File: config.mk
export PLATFORM = sky130hd
export DESIGN_NAME = mcl_fxd_horner_seq
export DESIGN_NICKNAME = d
export VERILOG_FILES = /design/src/rtl/mcl_fxd_horner_seq.sv
export SDC_FILE = /design/constraint.sdc
export NUM_CORES = 1
export LEC_CHECK = 0
export CELL_PAD_IN_SITES_DETAIL_PLACEMENT = 1
export CELL_PAD_IN_SITES_GLOBAL_PLACEMENT = 1
export CORE_MARGIN = 2
export CORE_UTILIZATION = 42
export DETAILED_ROUTE_END_ITERATION = 8
export PLACE_DENSITY_LB_ADDON = 0.1
export RECOVER_POWER = 100
export SYNTH_ARGS = -nofsm -noshare
export SYNTH_HDL_FRONTEND = slang
export SYNTH_SLANG_ARGS = --single-unit
File: constraint.sdc
create_clock -name clk -period 4.2 [get_ports clk]
set_input_delay 0.63 -clock clk [delete_from_list [all_inputs] [get_ports clk]]
set_output_delay 0.63 -clock clk [all_outputs]
set_load 0.02 [all_outputs]
File: src/rtl/mcl_fxd_horner_seq.sv
// Sequential fixed-point Horner evaluator that drives an external shared mul-add unit.
// Optional build macro MCL_HORNER_X2_EN: run Horner in x^2, then multiply by x (odd polynomials).
//
// state     | meaning
// IDLE      | coefficient writes allowed, waiting for operand x
// SQR_ISSUE | offer x*x+0 to the mul-add unit (MCL_HORNER_X2_EN only)
// SQR_WAIT  | wait for x^2 to return (MCL_HORNER_X2_EN only)
// ISSUE     | offer acc*v+c[k] to the mul-add unit
// WAIT      | wait for the Horner step result
// FIN_ISSUE | offer acc*x+0 (MCL_HORNER_X2_EN only)
// FIN_WAIT  | wait for the final product (MCL_HORNER_X2_EN only)
// DONE      | present the result until post_get
module mcl_fxd_horner_seq #(
    parameter int FXD_Q     = 4,
    parameter int FXD_N     = 8,
    parameter int NUM_COEFF = 4
) (
    input  logic                         clk,
    input  logic                         rst,
    input  logic                         coef_wr_en,
    input  logic [$clog2(NUM_COEFF)-1:0] coef_wr_addr,
    input  logic [FXD_N-1:0]             coef_wr_data,
    input  logic                         pre_avail,
    output logic                         pre_get,
    input  logic [FXD_N-1:0]             pre_data,
    output logic                         post_avail,
    input  logic                         post_get,
    output logic [FXD_N-1:0]             post_data,
    output logic                         mult_avail_1,
    output logic                         mult_avail_2,
    output logic                         add_avail_1,
    input  logic                         mult_get_1,
    input  logic                         mult_get_2,
    input  logic                         add_get_1,
    output logic [FXD_N-1:0]             mult_data_1,
    output logic [FXD_N-1:0]             mult_data_2,
    output logic [FXD_N-1:0]             add_data_1,
    input  logic                         res_avail,
    output logic                         res_get,
    input  logic [FXD_N-1:0]             res_data,
    output logic                         busy
);

    localparam int AW = $clog2(NUM_COEFF);
    localparam logic [AW-1:0] K_INIT = AW'(NUM_COEFF - 2);
    localparam logic [AW:0]   NC_W   = (AW + 1)'(NUM_COEFF);

    if (NUM_COEFF < 2 || NUM_COEFF > 16 || FXD_Q >= FXD_N) begin : g_bad_param
        $error("mcl_fxd_horner_seq: illegal parameter combination");
    end

`ifdef MCL_HORNER_X2_EN
    typedef enum logic [2:0] {
        S_IDLE, S_ISSUE, S_WAIT, S_DONE, S_SQR_ISSUE, S_SQR_WAIT, S_FIN_ISSUE, S_FIN_WAIT
    } state_t;
`else
    typedef enum logic [1:0] {S_IDLE, S_ISSUE, S_WAIT, S_DONE} state_t;
`endif

    state_t           state;
    logic [FXD_N-1:0] acc;
    logic [FXD_N-1:0] x;
    logic [FXD_N-1:0] v_op;
    logic [AW-1:0]    k;
    logic [FXD_N-1:0] coef [NUM_COEFF];
    logic             iss_avail;
    logic             issue_ok;

`ifdef MCL_HORNER_X2_EN
    logic [FXD_N-1:0] x2;
    assign v_op = x2;
`else
    assign v_op = x;
`endif

    // The three issue valids always move together, so one flop drives all of them.
    assign mult_avail_1 = iss_avail;
    assign mult_avail_2 = iss_avail;
    assign add_avail_1  = iss_avail;
    assign issue_ok     = mult_get_1 & mult_get_2 & add_get_1;

    // Operand and result buses are pure selects of registered state, so they are
    // stable while a handshake stalls and read 0 outside their owning states.
    always_comb begin
        mult_data_1 = '0;
        mult_data_2 = '0;
        add_data_1  = '0;
        post_data   = '0;
        case (state)
            S_ISSUE: begin
                mult_data_1 = acc;
                mult_data_2 = v_op;
                add_data_1  = coef[k];
            end
            S_DONE: post_data = acc;
`ifdef MCL_HORNER_X2_EN
            S_SQR_ISSUE: begin
                mult_data_1 = x;
                mult_data_2 = x;
            end
            S_FIN_ISSUE: begin
                mult_data_1 = acc;
                mult_data_2 = x;
            end
`endif
            default: ;
        endcase
    end

    always_ff @(posedge clk or posedge rst) begin
        if (rst) begin
            state      <= S_IDLE;
            acc        <= '0;
            x          <= '0;
`ifdef MCL_HORNER_X2_EN
            x2         <= '0;
`endif
            k          <= '0;
            for (int i = 0; i < NUM_COEFF; i++) coef[i] <= '0;
            pre_get    <= 1'b0;
            post_avail <= 1'b0;
            iss_avail  <= 1'b0;
            res_get    <= 1'b0;
            busy       <= 1'b0;
        end else begin
            case (state)
                S_IDLE: begin
                    pre_get <= 1'b1;
                    if (coef_wr_en && ({1'b0, coef_wr_addr} < NC_W))
                        coef[coef_wr_addr] <= coef_wr_data;
                    if (pre_avail && pre_get) begin
                        x         <= pre_data;
                        acc       <= coef[NUM_COEFF-1];
                        k         <= K_INIT;
                        pre_get   <= 1'b0;
                        busy      <= 1'b1;
                        iss_avail <= 1'b1;
`ifdef MCL_HORNER_X2_EN
                        state     <= S_SQR_ISSUE;
`else
                        state     <= S_ISSUE;
`endif
                    end
                end
                S_ISSUE: begin
                    if (issue_ok) begin
                        iss_avail <= 1'b0;
                        res_get   <= 1'b1;
                        state     <= S_WAIT;
                    end
                end
                S_WAIT: begin
                    if (res_avail) begin
                        acc     <= res_data;
                        res_get <= 1'b0;
                        if (k == '0) begin
`ifdef MCL_HORNER_X2_EN
                            iss_avail  <= 1'b1;
                            state      <= S_FIN_ISSUE;
`else
                            post_avail <= 1'b1;
                            state      <= S_DONE;
`endif
                        end else begin
                            k         <= k - 1'b1;
                            iss_avail <= 1'b1;
                            state     <= S_ISSUE;
                        end
                    end
                end
                S_DONE: begin
                    if (post_get) begin
                        post_avail <= 1'b0;
                        busy       <= 1'b0;
                        pre_get    <= 1'b1;
                        state      <= S_IDLE;
                    end
                end
`ifdef MCL_HORNER_X2_EN
                S_SQR_ISSUE: begin
                    if (issue_ok) begin
                        iss_avail <= 1'b0;
                        res_get   <= 1'b1;
                        state     <= S_SQR_WAIT;
                    end
                end
                S_SQR_WAIT: begin
                    if (res_avail) begin
                        x2        <= res_data;
                        res_get   <= 1'b0;
                        iss_avail <= 1'b1;
                        state     <= S_ISSUE;
                    end
                end
                S_FIN_ISSUE: begin
                    if (issue_ok) begin
                        iss_avail <= 1'b0;
                        res_get   <= 1'b1;
                        state     <= S_FIN_WAIT;
                    end
                end
                S_FIN_WAIT: begin
                    if (res_avail) begin
                        acc        <= res_data;
                        res_get    <= 1'b0;
                        post_avail <= 1'b1;
                        state      <= S_DONE;
                    end
                end
`endif
                default: state <= S_IDLE;
            endcase
        end
    end

endmodule

==> qor.txt, run 1 <==
Outcome -> finished, violations left
Violated checks -> max-capacitance violations, max-slew violations
HPWL after detailed placement -> 4680 µm
Final Setup Violations -> 0
Ports -> 74
CTS tree -> done
Hold Fails Final Rpt -> 0
Hold WC Path Type -> flip-flop to flip-flop
Final Max Slew Viols -> 55
Area after DPL -> 3650 µm²
Crit path DAT -> 3.53 ns
Initial antenna violation count -> 0
Total gr overflow -> 0
Largest net degree at the start of global routing -> 43
Area leader, netlist -> dfrtp_1
Cell area after layout -> 3760 µm²
P&R area growth vs syn -> 29.5%
Post-synth top cells -> dfrtp_1 (57), mux2_2 (40), and2_1 (24), mux2_4 (16)
Drt pass-1 iters -> 4
Crit path from -> pre_avail
EDFF count, synth -> 0
Die X -> 87.2 µm
Min-delay src -> busy$_DFFE_PP0P_
Synth unique cells -> 35
Met2 Use GR -> 0.300
Power Total -> 2.85 mW
Synth area leaders -> dfrtp_1 (49%), mux2_2 (15%), mux2_4 (8.3%)
DR vias/cell -> 5.29
Clock slew at reported path FFs -> 0.07 ns
Setup crit start kind -> input port
Worst slew pin tran -> 2.24 ns
Fin Setup TNS -> 0 ns
Peak Freq -> 301 MHz
CTS Hold Bufs -> 0
Crit end category -> flip-flop
Global-route usage over all layers -> 0.199
1st-iter DRT viols -> 60
Ys async rst share -> 1.00
Post-synthesis sequential area ratio -> 0.491
ANT nets after route -> 0
Worst clock skew -> 0.0107 ns
Clk buf depth -> 2
Post-cts sizing count -> 0
Row count -> 30
Antenna Cells -> 0
# clock sinks -> 57
Fin crit share -> 0.790
Routability cong. -> 0.720
Pwr Density -> 756 nW/µm²
Remaining DRCs -> 0
Setup Buffers After CTS -> 0
Syn Nets -> 247
Vias in the first global route -> 2064
Required time worst endpoint -> 4.42 ns
Maximum VDD drop -> 0.296 mV
Root Buffer -> clkbuf_8
Synth Register Bits -> 57
GR Util met1 -> 0.279
Max transition margin -> -0.514
Layout cells sized above 1 -> 0.247
Initial Util -> 0.430
Num CTS Buffers -> 9
Crit path time final -> 3.32 ns
Ys Warns -> 0
Port Buffer Count -> 73
Final core occ -> 0.557
Clk Latency, worst-skew pair -> 0.34 ns
Critical path type -> input port to flip-flop
DR WL/cell -> 18.4 µm
Area of the core -> 6760 µm²
Met3 usage -> 0.0521
H-tree depth -> 3
Routed vias -> 1942
Most frequent cell after synthesis -> dfrtp_1
First-pass GRT wire length -> 11200 µm
Final nets -> 318
Mapped Area -> 2910 µm²
Die height -> 87.2 µm
Largest fanout on the critical path -> 11
Prevailing post-synth register cell -> dfrtp_1
Mapped Cells -> 211
Maximum Capacitance Violations -> 2
Routed wire length -> 6740 µm
RSZ-0062 raised after global routing -> false
Reg2reg start -> state[1]$_DFFE_PP0P_
Post-Syn Area per Cell -> 13.8 µm²
Static leakage -> 1.69 nW
Die area -> 7600 µm²
Synth top area share -> 0.491
Grt peak-use layer -> met2
Fillers -> 689
-- registers in the layout, summed over array words and instances (netlist names) --
signal	cells
acc	8
state	2
v_op	8
busy	1
k	2
add_avail_1	1
coef	32
post_avail	1
res_get	1
pre_get	1
-- per-stage QoR --
stage	setup slack [ns]	instances	hold WS, ns
floorplan	2.17	211	0.472
global placement	1.28	351	0.462
detailed placement	1.25	351	0.472
CTS	0.892	367	0.486
global route	0.630	367	0.495
finish	0.880	367	0.476
-- area by class of cell --
type                       instances  area (µm²)  area share
timing repair buffer              74         734       0.195
clock buffer                      13         159      0.0422
clock inverter                     3        15.0     0.00399
tap                               80         100      0.0266
multi-input combinational        135        1310       0.348
sequential                        57        1430       0.379
inverter                           5        18.8     0.00499
-- report_power, final --
part           switching [mW]  leakage (nW)  internal [mW]  total [mW]
logic                   0.582         0.911          0.753        1.34
registers               0.238         0.682          0.817        1.05
clock network           0.212        0.0932          0.244       0.455
total                    1.03          1.69           1.81        2.85
-- cells in the final DEF (no fill, tap or decap), types with 5 or more instances in the layout --
| cell | Yosys | routed |
|---|---|---|
| mux4_2 | 8 | 8 |
| clkbuf_8 | 0 | 11 |
| inv_1 | 5 | 5 |
| clkdlybuf4s50_1 | 0 | 32 |
| a21oi_1 | 5 | 5 |
| dfrtp_1 | 57 | 57 |
| dlygate4sd3_1 | 0 | 41 |
| nand2_1 | 5 | 5 |
| mux2_4 | 16 | 8 |
| mux2_2 | 40 | 38 |
| and3_1 | 8 | 8 |
| mux2_1 | 0 | 10 |
| and2_1 | 24 | 24 |
-- final timing paths --
path	to	slack, ns	depth (start not counted)
worst max register to register	acc[4]$_DFFE_PP0P_	0.99	3
max in group asynchronous	coef[24]$_DFFE_PP0P_	1.51	3
worst min register to register	busy$_DFFE_PP0P_	0.48	1
worst min-delay path	busy$_DFFE_PP0P_	0.48	1
min in group asynchronous	v_op[0]$_DFFE_PP0P_	1.22	2
worst max-delay path	acc[4]$_DFFE_PP0P_	0.88	4
-- kinds of logic after synthesis --
group	share of synthesized area
simple gates	0.120
flops	0.491
compound gates	0.0469
mux	0.299
fa+ha+maj	0.00430
buf+inv	0.0387
-- metal layers --
metal	wire [µm]	share of wire
met1	3160	0.47
met2	3170	0.47
met3	317	0.047
met4	91	0.014
met5	0	0
-- worst max-delay path, cell delays in order --
cell and delay (ns):
dlygate4sd3_1 0.58, nor4bb_1 1.71, a21oi_4 0.21, mux2_2 0.40
Note: power is estimated with default switching activity, not from simulation.
==> run 2: changes to the inputs <==
--- a/config.mk
+++ b/config.mk
@@ -8,7 +8,7 @@
 export CELL_PAD_IN_SITES_DETAIL_PLACEMENT = 1
 export CELL_PAD_IN_SITES_GLOBAL_PLACEMENT = 1
 export CORE_MARGIN = 2
-export CORE_UTILIZATION = 42
+export CORE_UTILIZATION = 39
 export DETAILED_ROUTE_END_ITERATION = 8
 export PLACE_DENSITY_LB_ADDON = 0.1
 export RECOVER_POWER = 100
==> constraint.sdc (replaced) <==
create_clock -name clk -period 3.42 [get_ports clk]
set_input_delay 0.513 -clock clk [delete_from_list [all_inputs] [get_ports clk]]
set_output_delay 0.513 -clock clk [all_outputs]
set_load 0.02 [all_outputs]
==> qor.txt, run 2 (synthesis gave the netlist of run 1 again) <==
Outcome -> finished, final reports clean
First-pass GRT wire length -> 11600 µm
1st-iter DRT viols -> 60
Routability cong. -> 0.718
Cell area after layout -> 3840 µm²
H-tree depth -> 3
Largest net degree at the start of global routing -> 58
Clock power share -> 0.175
DR vias/cell -> 5.02
Fin crit share -> 0.848
Crit path DAT -> 2.39 ns
Total gr overflow -> 0
Largest fanout on the critical path -> 12
Routed wire length -> 6800 µm
Root Buffer -> clkbuf_8
Worst clock skew -> 0.00705 ns
Commonest non-fill, non-tap cell in the layout -> dfrtp_1
Internal power -> 2.31 mW
P&R area growth vs syn -> 32.1%
Non-filler cells, final -> 390
Slowest-stage cell, CP -> dlygate4sd3_1
NetSw -> 1.29 mW
Post-cts sizing count -> 0
CTS tree -> done
Max transition margin -> 0.0368
Num CTS Buffers -> 9
Row count -> 31
Global-route usage over all layers -> 0.183
Layout cells sized above 1 -> 0.275
Met3 usage -> 0.0376
Required time worst endpoint -> 2.91 ns
Routed vias -> 1958
Static leakage -> 1.71 nW
Final nets -> 322
Maximum VDD drop -> 0.393 mV
Crit end category -> output pin
Hold_ws -> 0.487 ns
Met2 Use GR -> 0.283
Critical path type -> flip-flop to output pin
Crit path time final -> 2.90 ns
CP peak stage delay -> 0.65 ns
Area after DPL -> 3710 µm²
Grt peak-use layer -> met2
Peak Freq -> 345 MHz
Vias in the first global route -> 2150
HPWL after detailed placement -> 4680 µm
DR WL/cell -> 17.4 µm
Sw Ratio -> 0.359
Area of the core -> 7250 µm²
Setup Buffers After CTS -> 0
Largest Register -> coef
GR Util met1 -> 0.249
Reg power frac -> 0.338
Initial antenna violation count -> 0
Port Buffer Count -> 73
Die area -> 8160 µm²
Drt pass-1 iters -> 4
Commonest non-fill, non-tap cells in the layout -> dfrtp_1 (57), mux2_2 (40), dlygate4sd3_1 (39), clkdlybuf4s50_1 (34), and2_1 (24)
Max reg flops -> 32
Initial Util -> 0.401
Dpl cells -> 374
Comb pwr share -> 0.487
ANT nets after route -> 0
Remaining DRCs -> 0
# clock sinks -> 57
Final Max Slew Viols -> 0
Fin Setup TNS -> 0 ns
Ports -> 74
Clk buf depth -> 2
Final Setup Violations -> 0
Crit-path cells -> clkbuf_2, mux4_2, and2_1, dlygate4sd3_1
RSZ-0062 raised after global routing -> false
Maximum Capacitance Violations -> 0
Hold Fails Final Rpt -> 0
Worst slew pin tran -> 1.44 ns
Clock slew at reported path FFs -> 0.07 ns
Clk Latency, worst-skew pair -> 0.34 ns
Antenna Cells -> 0
Hold WC Path Type -> flip-flop to flip-flop
Setup crit start kind -> flip-flop
Die height -> 90.3 µm
CTS Hold Bufs -> 0
Die X -> 90.3 µm
Pwr Density -> 939 nW/µm²
Reg2Reg Setup Slack -> 0.73 ns
-- run 2: cell types whose count changed in the layout (fill, tap and decap cells not counted), sizes merged --
cell / before / now
clkinvlp: 0 / 1
clkinv: 3 / 5
bufinv: 0 / 1
clkdlybuf4s50: 32 / 34
buf: 0 / 2
clkbuf: 14 / 13
inv: 5 / 4
dlygate4sd3: 41 / 39
-- run 2: path summary, 6_finish.rpt --
kind | startpoint | endpoint | depth (start not counted)
worst max-delay path | k[0]$_DFFE_PP0P_ | add_data_1[1] | 4
worst min-delay path | coef[27]$_DFFE_PP0P_ | coef[27]$_DFFE_PP0P_ | 1
worst max register to register | state[1]$_DFFE_PP0P_ | acc[7]$_DFFE_PP0P_ | 4
worst min register to register | coef[27]$_DFFE_PP0P_ | coef[27]$_DFFE_PP0P_ | 1
max in group asynchronous | rst | coef[24]$_DFFE_PP0P_ | 3
min in group asynchronous | rst | v_op[0]$_DFFE_PP0P_ | 3
-- run 2: final cells by class --
type | count | area (µm²)
timing repair buffer | 78 | 759
tap | 99 | 124
clock inverter | 6 | 57.6
clock buffer | 10 | 138
fill | 778 | 3410
sequential | 57 | 1430
inverter | 5 | 18.8
multi-input combinational | 135 | 1320
-- run 2: critical path: cells and delay by family, from the launching register on --
family        cells  cell delay [ns]
buf+inv           2             1.02
simple gates      1             0.17
flops             1             0.32
mux               1             0.54
-- run 2: power groups by stage --
stage	sequential (mW)	combinational (mW)	clock, mW
4_1_cts	1.23	1.93	0.649
2_1_floorplan	1.18	1.27	0
3_5_place_dp	1.24	1.92	0
5_1_grt	1.27	1.90	0.677
3_3_place_gp	1.22	1.89	0
6_report	1.22	1.75	0.631
-- run 2: stage by stage --
step	setup slack (ns)	power (mW)	utilization
final	0.519	3.61	0.530
after global routing	0.364	3.85	0.530
after CTS	0.736	3.81	0.538
after detailed placement	1.10	3.16	0.511
after global placement	1.11	3.11	0.511
after floorplan	1.51	2.45	-
-- run 2: layer usage --
layer	wire [µm]	up-vias
met2	3130	63
li1	-	908
met4	126	0
met1	3260	977
met3	282	10
met5	0	-
